[src/rtl/st_arb_pkg.sv]
// Shared state encoding and default sizing for the two-source burst arbiter.
package st_arb_pkg;

  localparam int unsigned DefDataW    = 32;
  localparam int unsigned DefBurstLen = 16;

  // One-hot encoding so the state register drives the grant port directly.
  typedef enum logic [1:0] {
    StIdle   = 2'b00,
    StGrant0 = 2'b01,
    StGrant1 = 2'b10
  } arb_state_e;

endpackage

[src/rtl/st_skid_buffer.sv]
// Two-entry FIFO between the arbiter and the merged stream.
// Full and empty are registered so upstream ready never depends on downstream ready.
module st_skid_buffer #(
  parameter int unsigned DATA_W = 32
) (
  input  logic              clk,
  input  logic              reset_n,
  input  logic              push,
  input  logic [DATA_W-1:0] push_data,
  input  logic              pop,
  output logic [DATA_W-1:0] head_data,
  output logic              full,
  output logic              empty
);

  logic [DATA_W-1:0] mem_q [2];
  logic              wr_ptr_q;
  logic              rd_ptr_q;
  logic [1:0]        count_q;
  logic [1:0]        count_d;
  logic              full_q;
  logic              empty_q;
  logic              do_push;
  logic              do_pop;

  assign do_push = push && !full_q;
  assign do_pop  = pop && !empty_q;

  always_comb begin
    count_d = count_q;
    case ({do_push, do_pop})
      2'b10:   count_d = count_q + 2'd1;
      2'b01:   count_d = count_q - 2'd1;
      default: count_d = count_q;
    endcase
  end

  always_ff @(posedge clk or negedge reset_n) begin
    if (!reset_n) begin
      mem_q[0] <= '0;
      mem_q[1] <= '0;
      wr_ptr_q <= 1'b0;
      rd_ptr_q <= 1'b0;
      count_q  <= 2'd0;
      full_q   <= 1'b0;
      empty_q  <= 1'b1;
    end else begin
      if (do_push) begin
        mem_q[wr_ptr_q] <= push_data;
        wr_ptr_q        <= ~wr_ptr_q;
      end
      if (do_pop) begin
        rd_ptr_q <= ~rd_ptr_q;
      end
      count_q <= count_d;
      full_q  <= (count_d == 2'd2);
      empty_q <= (count_d == 2'd0);
    end
  end

  assign head_data = mem_q[rd_ptr_q];
  assign full      = full_q;
  assign empty     = empty_q;

endmodule

[src/rtl/st_burst_arbiter.sv]
// Two-source streaming arbiter: grants whole bursts of up to BURST_LEN beats,
// alternating on ties, and merges them through a two-entry skid buffer.
module st_burst_arbiter
  import st_arb_pkg::*;
#(
  parameter int unsigned DATA_W    = DefDataW,
  parameter int unsigned BURST_LEN = DefBurstLen
) (
  input  logic              clk,
  input  logic              reset_n,
  input  logic              asi0_valid,
  input  logic [DATA_W-1:0] asi0_data,
  output logic              asi0_ready,
  input  logic              asi1_valid,
  input  logic [DATA_W-1:0] asi1_data,
  output logic              asi1_ready,
  output logic              aso_valid,
  output logic [DATA_W-1:0] aso_data,
  input  logic              aso_ready,
  output logic [1:0]        grant
);

  localparam int unsigned     CntW     = $clog2(BURST_LEN + 1);
  localparam logic [CntW-1:0] LastBeat = CntW'(BURST_LEN - 1);

  arb_state_e        state_q;
  logic [CntW-1:0]   cnt_q;
  logic              last_grant_q;  // index of the source whose burst ended most recently
  logic              buf_full;
  logic              buf_empty;
  logic              accept0;
  logic              accept1;
  logic              end0;
  logic              end1;
  logic              push;
  logic [DATA_W-1:0] push_data;

  assign grant      = state_q;
  assign asi0_ready = (state_q == StGrant0) && !buf_full;
  assign asi1_ready = (state_q == StGrant1) && !buf_full;
  assign accept0    = asi0_valid && asi0_ready;
  assign accept1    = asi1_valid && asi1_ready;

  // A burst closes on its last beat or as soon as the owner stops offering data.
  assign end0 = !asi0_valid || (accept0 && (cnt_q == LastBeat));
  assign end1 = !asi1_valid || (accept1 && (cnt_q == LastBeat));

  always_ff @(posedge clk or negedge reset_n) begin
    if (!reset_n) begin
      state_q      <= StIdle;
      cnt_q        <= '0;
      last_grant_q <= 1'b1;
    end else begin
      unique case (state_q)
        StIdle: begin
          cnt_q <= '0;
          if (asi0_valid && asi1_valid) begin
            state_q <= last_grant_q ? StGrant0 : StGrant1;
          end else if (asi0_valid) begin
            state_q <= StGrant0;
          end else if (asi1_valid) begin
            state_q <= StGrant1;
          end
        end
        StGrant0: begin
          if (end0) begin
            last_grant_q <= 1'b0;
            cnt_q        <= '0;
            if (asi1_valid) begin
              state_q <= StGrant1;
            end else if (asi0_valid) begin
              state_q <= StGrant0;
            end else begin
              state_q <= StIdle;
            end
          end else if (accept0) begin
            cnt_q <= cnt_q + CntW'(1);
          end
        end
        StGrant1: begin
          if (end1) begin
            last_grant_q <= 1'b1;
            cnt_q        <= '0;
            if (asi0_valid) begin
              state_q <= StGrant0;
            end else if (asi1_valid) begin
              state_q <= StGrant1;
            end else begin
              state_q <= StIdle;
            end
          end else if (accept1) begin
            cnt_q <= cnt_q + CntW'(1);
          end
        end
        default: begin
          state_q <= StIdle;
          cnt_q   <= '0;
        end
      endcase
    end
  end

  assign push      = accept0 || accept1;
  assign push_data = accept1 ? asi1_data : asi0_data;

  st_skid_buffer #(
    .DATA_W(DATA_W)
  ) u_skid (
    .clk       (clk),
    .reset_n   (reset_n),
    .push      (push),
    .push_data (push_data),
    .pop       (aso_ready),
    .head_data (aso_data),
    .full      (buf_full),
    .empty     (buf_empty)
  );

  assign aso_valid = !buf_empty;

endmodule

[config.mk]
export PLATFORM = sky130hd
export DESIGN_NAME = st_burst_arbiter
export DESIGN_NICKNAME = d
export VERILOG_FILES = /design/src/rtl/st_arb_pkg.sv /design/src/rtl/st_skid_buffer.sv /design/src/rtl/st_burst_arbiter.sv
export SDC_FILE = /design/constraint.sdc
export NUM_CORES = 1
export LEC_CHECK = 0
export BUFFER_PORTS_ARGS = -buffer_cell sky130_fd_sc_hd__buf_2
export CAP_MARGIN = 20
export CORE_UTILIZATION = 35
export DETAILED_ROUTE_END_ITERATION = 6
export SETUP_SLACK_MARGIN = 0.02
export SYNTH_ARGS = -nofsm -noshare
export SYNTH_HDL_FRONTEND = slang
export SYNTH_SLANG_ARGS = --single-unit
[constraint.sdc]
create_clock -name clk -period 2.3 [get_ports clk]
set_input_delay 0.23 -clock clk [delete_from_list [all_inputs] [get_ports clk]]
set_output_delay 0.23 -clock clk [all_outputs]
set_load 0.01 [all_outputs]
-- Word-level counts from Yosys, hierarchy flattened
Cells that the tools add are included.
- equal/unequal tests: 11
- bitwise operators: 4
- mux-type cells: 27
- $add $sub $neg: 3
- reductions and logical operators: 23
- magnitude comparators: 3
- operators by type and width (kind ; number):
    two-way mux 32 bit ; 5
    bitwise mux 64 bit ; 1
    demux 32 bit (select 1 bit) ; 1
    two-way mux 5 bit ; 4
    two-way mux 2 bit ; 9
    logical AND 1 bit ; 10
    one-hot mux 5 bit (2 select lines) ; 1
    == test 2 bit (second input constant) ; 3
    inequality test 3 bit (second input constant) ; 2
    one-hot mux 2 bit (3 select lines) ; 1
    AND reduction 3 bit ; 2
    adder 5 x 1 -> 5 bit (second input constant) ; 1
    == test 5 x 4 -> 1 bit (second input constant) ; 1
    == test 2 x 1 -> 1 bit (second input constant) ; 2
    >= comparator 2 bit (second input constant) ; 2
    zero test 1 bit ; 4
    zero test 2 bit ; 2
    inequality test 2 bit (second input constant) ; 2
    inequality test 4 bit (second input constant) ; 1
    NOT 1 -> 2 bit ; 2
    one-hot mux 2 bit (2 select lines) ; 1
    logical OR 1 bit ; 3
    two-way mux 1 bit ; 3
    adder 2 x 1 -> 2 bit (second input constant) ; 1
    other kinds (6) ; 7
- output and inout port bits: 37
- word-level logic and storage cells: 81
- register bits after elaboration: 78
- bits of input ports: 69

-- Logic depth before layout (Yosys ltp)
- word-level depth: 8
- depth in mapped cells: 9
- gate-level depth less buffers: 9

-- Hierarchy
Synthesis repeated with hierarchy kept, for this count alone.
- cell total of the unflattened synthesis: 292
- area, all modules: 4028.9 µm²
- by module, submodules not included (module ; cells an instance ; instances ; sequential area each (µm²) ; area an instance (µm²)):
    st_skid_buffer ; 194 ; 1 ; 1752.9 ; 3084.2
    st_burst_arbiter ; 98 ; 1 ; 201.4 ; 944.7

-- Least setup slack after synthesis
OpenSTA, ideal clock, no wires.
- path type: register -> register
- start: register state_q[0] (netlist: grant[0])
- end: register u_skid.full_q (netlist: u_skid.full)
- data required time: 2.227 ns
- setup time: 0.073 ns
- arrival: 1.994 ns
- period minus slack after synthesis: 2.067 ns
- stages on the path, launching flop included: 9
- slack: 0.233 ns
- buffers on the path: 0
- path through: dfrtp_1 inv_1 ha_1 a22oi_4 or2_2 ha_1 nor2_1 xor2_1 nor2b_1
- longest elaborated chain between the ends: 8
- elaborated cells on any way between the ends: 12
- classes of those cells: 5 x eq/ne; 1 x mux; 6 x reduce/logical
- ends and longest elaborated chain (item ; RTL line ; text):
    from (decl) ; st_burst_arbiter.sv:26 ; arb_state_e state_q;
    from (signal assigned) ; st_burst_arbiter.sv:50 ; state_q <= StIdle;
    from (signal assigned) ; st_burst_arbiter.sv:58 ; state_q <= last_grant_q ? StGrant0 : StGrant1;
    from (signal assigned) ; st_burst_arbiter.sv:60 ; state_q <= StGrant0;
    == test 2 x 1 -> 1 bit or == test 2 bit (tied branches) ; st_burst_arbiter.sv:39, st_burst_arbiter.sv:40 ;
    logical AND 1 bit, on equally long branches ; st_burst_arbiter.sv:39, st_burst_arbiter.sv:40 ;
    logical AND 1 bit, on equally long branches ; st_burst_arbiter.sv:41, st_burst_arbiter.sv:42 ;
    logical OR 1 bit (*) ; st_burst_arbiter.sv:103 ; assign push = accept0 || accept1;
    logical AND 1 bit (*) ; st_skid_buffer.sv:26 ; assign do_push = push && !full_q;
    == test 2 x 1 -> 1 bit or == test 2 bit (tied branches) ; st_skid_buffer.sv:31 ; case ({do_push, do_pop})
    one-hot mux 2 bit (2 select lines) (*) ; st_skid_buffer.sv:31 ;
    via u_skid.count_d[1] ; st_skid_buffer.sv:20 ; logic [1:0] count_d;
    == test 2 bit (*) ; st_skid_buffer.sv:56 ; full_q <= (count_d == 2'd2);
    to (signal assigned) ; st_skid_buffer.sv:56 ;
    to (decl) ; st_skid_buffer.sv:21 ; logic full_q;
Mark *: on every way through the listed nets, which the timed path passes. The rest lies on a longest branch.
A chain may end at the register's enable or synchronous reset.

-- Final worst setup path
Ends and elaborated chain as after synthesis.

==> impl_metrics.toml <==
[synthesis]
synthCells = 356
syn_avg_cell_area_um2 = 10.7
ys_seq_area_share_pct = 51.4
ys.flop_type = "dfrtp_1"
synth_area_leaders = "dfrtp_1 50%, mux2_2 10%, a21oi_1 9.4%, mux2i_1 8.4%, nor2_1 7.1%"
yosys.area.top_type = "dfrtp_1"
yosys_warnings = 0
synth_nets = 432
synth_edf_count = 0
synth.most_common_cell = "dfrtp_1"
yosys-top-cells-count = "76 x dfrtp_1, 72 x nor2_1, 71 x a21oi_1"
ys_ff_latch = 78
synth_top_area_share_pct = 50.1
async_flop_share_pct = 100
ys_types = 37
synth_area_um2 = 3800

[worst_setup_path]
criticalPathCategory = "reg2reg"
required_ns = 2.57
start_kind = "register"
critPathMaxFanout = 6
reg2regPathDepth = 8
arrival_ns = 2.37
endpoint_kind = "register"

[die]
core_area_um2 = 10400
initial_core_util_pct = 36.5
die_area_um2 = 11300
rows = 37
die_y_um = 106
ioPinCount = 106
die_w_um = 106

[clocking]
ctsHtreeMaxLevel = 3
cts-root-buf = "clkbuf_8"
post-cts-setup-buffers = 0
cts.path.max_buffers = 2
clock_latency_ns = 0.34
cts_buffers = 9
cts_tree = "done"
clock_sinks = 78
clkTransAtPathRegs_ns = 0.08

[timing]
rsz0062_at_grt = "no"
maxClockFrequency_mhz = 475
hold_violations = 0
tightest_slew_ns = 0.501
fin_crit_ns = 2.11
setup_viol = 0
fin_worst_skew_ns = 0.00861
finalMaxSlewViolations = 0
slew_headroom_pct = 66.6
fin_setup_tns_ns = 0
fin_crit_sh_pct = 91.6

[drt]
firstDrtPassIters = 4
wl_per_cell_um = 13.4
drtIter0Drc = 152
drc = 0
vias = 2895
viasPerCell = 4.80
ant_nets = 0
routed_wl_mm = 8.09

[pwr]
peakVddDrop_mv = 0.597
seqPwrFrac_pct = 35.7
switching_share_pct = 36.8
leakage_nw = 2.30
power.density_nw_per_um2 = 1410
power.switching_mw = 2.45
pwr-share-clk_pct = 18.0
p_total_mw = 6.65
power_frac_comb_pct = 46.3
p_int_mw = 4.20

[place]
gp_congestion = 0.733
dp_hpwl_mm = 5.62
placed_area_um2 = 4460
portBuffers = 105

[layout]
antennaDiodeCount = 0
layout-drive-gt1-share_pct = 37.0
area_delta_synth_final_pct = 23.8
postLayoutCoreUtil_pct = 45.2
final_nets = 539
design_area_um2 = 4700

[global_route]
grt_pass1_vias = 2801
grt_max_degree = 43
grt_pass1_wl_mm = 13.1
grt.overflow.total = 0
grt_usage_pct = 14.9
antenna_found_initial = 0

[run_status]
status = "complete, no violations"

[min_path]
whs_path_depth = 3
min_path_type = "in2reg"

[run]
cap_violations = 0
-- final cells by class --
type,count,area (µm²)
fill,1039,5710
clock inverter,6,111
inverter,8,30.0
clock buffer,9,124
multi-input combinational,249,1680
timing repair buffer,117,633
sequential,78,1950
tap,136,170
-- stage by stage --
step                      worst slack, ns  hold WS (ns)  cells
final                               0.193         0.207    603
after global routing               0.0222         0.207    603
after CTS                           0.122         0.189    603
after detailed placement            0.158         0.233    587
after global placement              0.247         0.238    587
after floorplan                     0.233       -0.0656    356
-- flip-flops by register name, indices dropped and copies added, names as in the netlist --
register	cells
grant	2
u_skid.wr_ptr_q	1
u_skid.rd_ptr_q	1
last_grant_q	1
u_skid.count_q	2
u_skid.mem_q	64
u_skid.empty	1
cnt_q	5
u_skid.full	1
-- cell usage in the layout, fill, tap and decap left out, types with 2 or more instances in the layout --
cell type  count
buf_2        104
dfrtp_1       76
nor3_1         3
buf_4         11
xnor2_1        3
dfstp_2        2
a21oi_1       71
nor2_1        72
xor2_1         2
o21ai_0        2
mux2_2        34
bufinv_16      3
inv_1          8
mux2i_1       32
clkbuf_8       9
ha_1           6
nor2b_1        3
-- per-layer routing --
metal / global-route usage, % / routed length, µm / part of all wire, %
met1: 19.0 / 3680 / 45
met2: 25.0 / 3900 / 48
met3: 3.43 / 458 / 5.7
met4: 4.76 / 58 / 0.72
met5: 0 / 0 / 0
-- worst max-delay path, stage by stage, from the launching register on --
cell,delay [ns]
dfrtp_1,0.42
inv_1,0.10
ha_2,0.25
a22oi_4,0.09
or2_2,0.31
ha_1,0.31
nor2_1,0.15
xor2_1,0.24
nor2b_1,0.16
-- logic make-up (layout without fill, tap and decap cells) --
family	count (synthesis)	after routing	share of synthesized area (%)
buffers and inverters	29	140	4.51
DFF	78	78	51.4
muxes	66	66	18.5
xor gates and xnor gates	5	5	1.15
and+or+nand+nor	90	90	10.5
AOI/OAI and AO/OA	81	81	11.6
adders and majority gates	7	7	2.31
-- worst paths after layout --
kind / startpoint / endpoint / slack (ns)
setup / recovery: grant[0] / u_skid.full / 0.19
setup reg to reg: grant[0] / u_skid.full / 0.19
hold reg to reg: u_skid.count_q[1] / u_skid.count_q[1] / 0.48
max in group asynchronous: reset_n / u_skid.mem_q[49] / 1.29
hold / removal: asi1_data[0] / u_skid.mem_q[32] / 0.21
min in group asynchronous: reset_n / u_skid.mem_q[26] / 0.41
-- power by group through the flow --
stage	registers [mW]	logic (mW)	clock network (mW)
after floorplan	2.32	2.22	0
after global placement	2.37	3.04	0
after detailed placement	2.41	3.10	0
after CTS	2.38	3.12	1.24
after global routing	2.47	3.43	1.29
final	2.37	3.08	1.20
-- repair_timing --
action | in CTS | in global routing
hold endpoints to repair | 34 | 0
resized for setup | 0 | 1
hold buffers | 1 | 0
endpoints found under the setup margin | 0 | 1
(Power assumes the default switching activity.)
